### src/rtl/obj_compositor_pkg.sv
// Shared constants for the object compositor: colour and sprite-sheet
// geometry, the default transparency key, and the idle level of the syncs.
package obj_compositor_pkg;

  localparam int COLOR_W       = 12;
  localparam int SHEET_W       = 320;
  localparam int SPRITE_ADDR_W = 17;

  localparam logic [COLOR_W-1:0] KEY_COLOR_DEF = 12'h0F0;

  // VGA syncs are active low, so the idle level is high.
  localparam logic SYNC_IDLE = 1'b1;

  // Width of an object index; never narrower than one bit.
  function automatic int idx_width(input int n);
    return (n > 1) ? $clog2(n) : 1;
  endfunction

endpackage

### src/rtl/obj_compositor_priority_sel.sv
// Fixed-priority encoder: the lowest-numbered asserted enable wins.
module obj_priority_sel
  import obj_compositor_pkg::*;
#(
  parameter int N_OBJ = 4,
  parameter int IDX_W = idx_width(N_OBJ)
) (
  input  logic [N_OBJ-1:0] en,
  output logic [IDX_W-1:0] idx,
  output logic             hit
);

  // Scan from the top down so the lowest set index is the last one written.
  always_comb begin
    idx = '0;
    for (int i = N_OBJ - 1; i >= 0; i--) begin
      if (en[i]) idx = IDX_W'(i);
    end
    hit = |en;
  end

endmodule

### src/rtl/obj_compositor.sv
// Object compositor: picks the winning object per pixel, fetches one texel
// from the shared sprite memory, applies the transparency key and falls back
// to the background colour. Syncs and valid ride along so every pixel leaves
// exactly ROM_LAT+2 clocks after it arrives.
//
// Optional build macro OBJ_COMPOSITOR_HIGHLIGHT_EN: adds a vsync-edge frame
// counter and inverts opaque texels of objects selected in hl_sel during the
// odd 2^BLINK_SHIFT-frame half of the blink period.
module obj_compositor
  import obj_compositor_pkg::*;
#(
  parameter int                 N_OBJ       = 4,
  parameter int                 ADDR_W      = SPRITE_ADDR_W,
  parameter int                 ROM_LAT     = 1,
  parameter logic [COLOR_W-1:0] KEY_COLOR   = KEY_COLOR_DEF,
  parameter int                 BLINK_SHIFT = 5
) (
  input  logic                      clk,
  input  logic                      rst,
  input  logic                      valid_in,
  input  logic                      hsync_in,
  input  logic                      vsync_in,
  input  logic [N_OBJ-1:0]          obj_en,
  input  logic [N_OBJ*ADDR_W-1:0]   obj_addr,
  input  logic [COLOR_W-1:0]        bg_color,
  output logic [ADDR_W-1:0]         mem_addr,
  input  logic [COLOR_W-1:0]        mem_data,
  input  logic [N_OBJ-1:0]          hl_sel,
  output logic [COLOR_W-1:0]        rgb,
  output logic                      hsync_out,
  output logic                      vsync_out,
  output logic                      valid_out
);

  localparam int IDX_W = idx_width(N_OBJ);

  // Per-pixel sideband that travels alongside the memory read.
  typedef struct packed {
    logic               hit;
    logic [IDX_W-1:0]   idx;
    logic [COLOR_W-1:0] bg;
    logic               valid;
    logic               hs;
    logic               vs;
  } sb_t;

  function automatic sb_t sb_idle();
    sb_t s;
    s    = '0;
    s.hs = SYNC_IDLE;
    s.vs = SYNC_IDLE;
    return s;
  endfunction

  logic [N_OBJ-1:0]   en_gated;
  logic [IDX_W-1:0]   sel_idx;
  logic               sel_hit;
  logic [ADDR_W-1:0]  mem_addr_d, mem_addr_q;
  sb_t                s0_d, s0_q;
  sb_t                pipe_d [ROM_LAT];
  sb_t                pipe_q [ROM_LAT];
  sb_t                so;
  logic [COLOR_W-1:0] rgb_d, rgb_q;
  logic               hs_d, hs_q, vs_d, vs_q, vo_d, vo_q;
  logic               hl_now;

  // Objects cannot win during blanking, so blanking never fetches.
  assign en_gated = obj_en & {N_OBJ{valid_in}};

  obj_priority_sel #(.N_OBJ(N_OBJ), .IDX_W(IDX_W)) u_sel (
    .en  (en_gated),
    .idx (sel_idx),
    .hit (sel_hit)
  );

  // S0: issue the single fetch for the winner and capture the sideband.
  always_comb begin
    mem_addr_d = sel_hit ? obj_addr[int'(sel_idx)*ADDR_W +: ADDR_W] : '0;
    s0_d       = sb_idle();
    s0_d.hit   = sel_hit;
    s0_d.idx   = sel_idx;
    s0_d.bg    = bg_color;
    s0_d.valid = valid_in;
    s0_d.hs    = hsync_in;
    s0_d.vs    = vsync_in;
  end

  // S1..S_ROM_LAT: delay the sideband to meet the returning texel.
  always_comb begin
    pipe_d[0] = s0_q;
    for (int i = 1; i < ROM_LAT; i++) pipe_d[i] = pipe_q[i-1];
  end

  assign so = pipe_q[ROM_LAT-1];

`ifdef OBJ_COMPOSITOR_HIGHLIGHT_EN
  logic [BLINK_SHIFT:0] frame_d, frame_q;
  logic                 vs_prev_d, vs_prev_q;

  // Count frames on vsync falling edges; the top bit is the blink phase.
  always_comb begin
    frame_d   = frame_q;
    vs_prev_d = vsync_in;
    if (vs_prev_q && !vsync_in) frame_d = frame_q + (BLINK_SHIFT+1)'(1);
  end

  // Frame counter registers.
  always_ff @(posedge clk) begin
    if (rst) begin
      frame_q   <= '0;
      vs_prev_q <= SYNC_IDLE;
    end else begin
      frame_q   <= frame_d;
      vs_prev_q <= vs_prev_d;
    end
  end

  assign hl_now = hl_sel[so.idx] & frame_q[BLINK_SHIFT];
`else
  logic unused_hl;
  assign hl_now    = 1'b0;
  assign unused_hl = ^{hl_sel, so.idx};
`endif

  // SO: choose texel, background or black for the pixel leaving the pipe.
  always_comb begin
    rgb_d = '0;
    if (so.valid) begin
      if (so.hit && (mem_data != KEY_COLOR)) rgb_d = hl_now ? ~mem_data : mem_data;
      else                                   rgb_d = so.bg;
    end
    hs_d = so.hs;
    vs_d = so.vs;
    vo_d = so.valid;
  end

  // Pipeline registers; reset flushes every stage to blank, idle syncs.
  always_ff @(posedge clk) begin
    if (rst) begin
      mem_addr_q <= '0;
      s0_q       <= sb_idle();
      for (int i = 0; i < ROM_LAT; i++) pipe_q[i] <= sb_idle();
      rgb_q      <= '0;
      hs_q       <= SYNC_IDLE;
      vs_q       <= SYNC_IDLE;
      vo_q       <= 1'b0;
    end else begin
      mem_addr_q <= mem_addr_d;
      s0_q       <= s0_d;
      for (int i = 0; i < ROM_LAT; i++) pipe_q[i] <= pipe_d[i];
      rgb_q      <= rgb_d;
      hs_q       <= hs_d;
      vs_q       <= vs_d;
      vo_q       <= vo_d;
    end
  end

  assign mem_addr  = mem_addr_q;
  assign rgb       = rgb_q;
  assign hsync_out = hs_q;
  assign vsync_out = vs_q;
  assign valid_out = vo_q;

endmodule

### config.mk
export PLATFORM = sky130hd
export DESIGN_NAME = obj_compositor
export DESIGN_NICKNAME = d
export VERILOG_FILES = /design/src/rtl/obj_compositor_pkg.sv /design/src/rtl/obj_compositor_priority_sel.sv /design/src/rtl/obj_compositor.sv
export SDC_FILE = /design/constraint.sdc
export NUM_CORES = 1
export LEC_CHECK = 0
export ABC_AREA = 1
export CORE_MARGIN = 2
export CORE_UTILIZATION = 40
export CTS_CLUSTER_DIAMETER = 120
export DETAILED_ROUTE_END_ITERATION = 8
export PLACE_DENSITY = 0.8
export SLEW_MARGIN = 20
export SYNTH_ARGS = -nofsm -noshare
export SYNTH_HDL_FRONTEND = slang
export SYNTH_SLANG_ARGS = --single-unit
### constraint.sdc
create_clock -name clk -period 1.43 [get_ports clk]
set_input_delay 0.143 -clock clk [delete_from_list [all_inputs] [get_ports clk]]
set_output_delay 0.143 -clock clk [all_outputs]
set_load 0.01 [all_outputs]
==> results of run 1 <==
## placed cells by master (no fill, tap or decap), drive strengths merged, types with 2 or more instances in the layout
cell / instances
nand2: 60
a21oi: 26
bufinv: 2
clkinvlp: 3
nor2: 48
inv: 75
clkdlybuf4s50: 132
nand3b: 41
dfxtp: 64
clkbuf: 10
or2: 7
buf: 20
nand3: 37
## final cells by class
type                       instances  share of cell area (%)
sequential                        64                   28.27
tap                               80                   2.209
multi-input combinational        220                   24.49
clock inverter                     6                   2.015
clock buffer                      10                   3.037
inverter                          74                   6.129
timing repair buffer             152                   33.85
## cell usage after synthesis, types with 2 or more instances
master / number / share of area [%]
sky130_fd_sc_hd__dfxtp_1: 64 / 46
sky130_fd_sc_hd__buf_2: 4 / 0.72
sky130_fd_sc_hd__or2_2: 7 / 1.6
sky130_fd_sc_hd__buf_6: 2 / 0.81
sky130_fd_sc_hd__inv_1: 73 / 9.9
sky130_fd_sc_hd__nand3_1: 36 / 6.5
sky130_fd_sc_hd__nand3b_1: 41 / 11
sky130_fd_sc_hd__nand2_1: 58 / 7.9
sky130_fd_sc_hd__clkbuf_1: 12 / 1.6
sky130_fd_sc_hd__nand2_2: 2 / 0.45
sky130_fd_sc_hd__a21oi_1: 26 / 4.7
sky130_fd_sc_hd__nor2_1: 47 / 6.4
## through the flow
step | cells | total power [W] | setup WS, ns | hold slack, ns
2_1_floorplan | 378 | 0.002189 | 0.3257 | 0.2468
3_3_place_gp | 590 | 0.002614 | -0.1260 | 0.3901
3_5_place_dp | 590 | 0.002626 | -0.1313 | 0.3921
4_1_cts | 606 | 0.004374 | 0.05868 | 0.3083
5_1_grt | 606 | 0.004500 | 0.002693 | 0.3278
6_report | 606 | 0.004332 | 0.08774 | 0.3231
## flip-flops by register name, indices dropped and copies added (netlist names)
name and flops:
valid_out 1, pipe_d 16, mem_addr 17, rgb 12, vsync_out 1, pipe_q 16
hsync_out 1
## power by group through the flow
stage / clock [W] / sequential (W) / combinational [W]
2_1_floorplan: 0 / 0.00193 / 0.000262
3_3_place_gp: 0 / 0.00191 / 0.000699
3_5_place_dp: 0 / 0.00192 / 0.000710
4_1_cts: 0.00178 / 0.00187 / 0.000715
5_1_grt: 0.00184 / 0.00188 / 0.000778
6_report: 0.00175 / 0.00187 / 0.000709
## final timing paths
check | endpoint | start | slack [ns]
min reg2reg | pipe_q[0][5] | pipe_d[5] | 0.40
max | mem_addr[5] | mem_addr[5] | 0.09
max reg2reg | rgb[2] | pipe_q[0][2] | 0.11
min | pipe_d[7] | bg_color[4] | 0.32
## kinds of logic after synthesis
| kind of cell | share of synthesized area [%] |
|---|---|
| simple gates | 34.95 |
| buf+inv | 13.61 |
| flops | 46.29 |
| compound gates | 5.153 |
## metal layers
layer / vias to the layer above / part of all wire (%) / track usage [%]
met4: 0 / 1.7 / 7.832
li1: 1439 / - / -
met1: 1238 / 37 / 18.66
met3: 11 / 10 / 7.488
met2: 118 / 51 / 35.11
met5: - / 0 / 0
==> run_results.csv, run 1 <==
group,metric,value,unit
timing,final.setup.tns,0,ns
logic_synthesis,synth_edf_count,0,
pwr,clockPowerShare,40.3,%
clock_tree,cts_buffer_depth,2,
finish,nFillCells,544,
clock_tree,cts_post_setup_buffers_inserted,0,
pwr,power.static_leakage,2.035,nW
logic_synthesis,yosys.cell_types.count,18,
finish,final_design_area_no_fill,4532,um2
timing,period_minus_slack,1.342,ns
logic_synthesis,synth_seq_cells,64,
clock_tree,clk_latency,0.32,ns
floorplan,core_region_area,6756,um2
logic_synthesis,syn-num-nets,483,
worst_hold_path,holdCritPathClass,"input port to flop",
placed_design,dpl-instance-area,4303,um2
flow_run,cap_violations,0,
logic_synthesis,synthesis.instances,378,
clock_tree,cts_htree_levels,3,
logic_synthesis,synth_area_per_cell,7.322,um2
floorplan,die_extent_in_y,87.18,um
finish,share_of_layout_cells_above_drive_strength_1,9.316,%
critical_path,criticalPathCategory,"flop to output port",
global_route,grt_first_pass_wirelength,11.38,mm
clock_tree,cts_sinks,64,
route,drc_errors,0,
clock_tree,cts_hold_buffers,0,
timing,skew,0.004086,ns
finish,final-seq-area,1281,um2
global_route,grt_overflow_total,0,
finish,combined_area_of_the_multi_input_logic_cells,1110,um2
critical_path,critical_path.top_delay_family,"buffers and inverters",
logic_synthesis,yosysSeqAreaShare,46.29,%
critical_path,critPathRequiredTime,1.29,ns
floorplan,initial_util,40.96,%
critical_path,crit_slowest_cell,"sky130_fd_sc_hd__clkdlybuf4s50_1",
placed_design,gpl.final_weighted_congestion,0.8272,
timing,finalCritPeriodShare,93.86,%
route,detail_route.wl_per_cell,11.56,um
route,1st_iter_drt_viols,65,
placed_design,io_buffers,132,
logic_synthesis,synth.cell_area,2768,um2
pwr,p_comb_share,16.4,%
floorplan,core.rowCount,30,
clock_tree,root_buffer,"sky130_fd_sc_hd__clkbuf_8",
placed_design,place.detailed.hpwl,5.257,mm
global_route,via_count_of_the_first_global_routing_pass,2733,
global_route,grt_util_all_layers,18.96,%
route,totalWireLength,7.005,mm
global_route,grt_antenna_before_repair,0,
timing,rsz0062_at_grt,"false",
clock_tree,cts.clk_slew.worst_paths,0.08,ns
finish,area_growth,63.74,%
critical_path,critical_path.endpoint_type,"output port",
route,ant_nets,0,
worst_hold_path,min_delay_path_depth,3,
critical_path,path_max_fanout,1,
pwr,p_seq_share,43.3,%
timing,worst-slew-pin-transition,0.7901,ns
logic_synthesis,synthArstFlopShare,0,%
global_route,grt_start_max_net_pins,35,
logic_synthesis,yosys_warnings,0,
finish,final_nets,626,
critical_path,ff2ff_path_depth,4,
timing,max_clock_freq,745.0,MHz
critical_path,crit_path_cell_trace,"clkdlybuf4s50_1",
status,outcome,"finished clean",
pwr,worst_vdd_drop,0.5771,mV
route,dr.pass1.iters,4,
critical_path,timing.critical_path.buf_inv,1,
critical_path,cp_slowest_stage_delay,0.56,ns
critical_path,critical_path_depth,1,
finish,post-route-util,67.07,%
route,detailroute.via_count,2806,
timing,timing.slew.headroom,47.13,%
timing,slew_viol_final,0,
pwr,power.switching,0.001001,W
clock_tree,cts_inserted_buffers,9,
floorplan,boundaryPins,137,
pwr,switching_share,23.10,%
finish,antenna_cells,0,
pwr,cellPowerDensity,955.8,nW/um2
logic_synthesis,synthFlopType,"sky130_fd_sc_hd__dfxtp_1",
pwr,total_internal_power,0.003331,W
route,viasPerCell,4.630,
clock_tree,cts_tree,"yes",
floorplan,fp.dieArea,7600,um2
timing,report.final.setup_viol,0,
timing,timing_hold_violations_final,0,
clock_tree,postCtsResizedCells,0,
critical_path,critical_path.startpoint_type,"flop",
critical_path,worst_ep_arrival_time,1.20,ns
floorplan,dieWidth,87.18,um
Note: power is estimated with default switching activity, not from simulation.
==> inputs of run 2 (changes only) <==
--- a/config.mk
+++ b/config.mk
@@ -9,6 +9,7 @@
 export CORE_MARGIN = 2
 export CORE_UTILIZATION = 40
 export CTS_CLUSTER_DIAMETER = 120
+export CTS_CLUSTER_SIZE = 30
 export DETAILED_ROUTE_END_ITERATION = 8
 export PLACE_DENSITY = 0.8
 export SLEW_MARGIN = 20
==> results of run 2 <==
No change in the layout: final DEF, timing and power equal those of run 1.
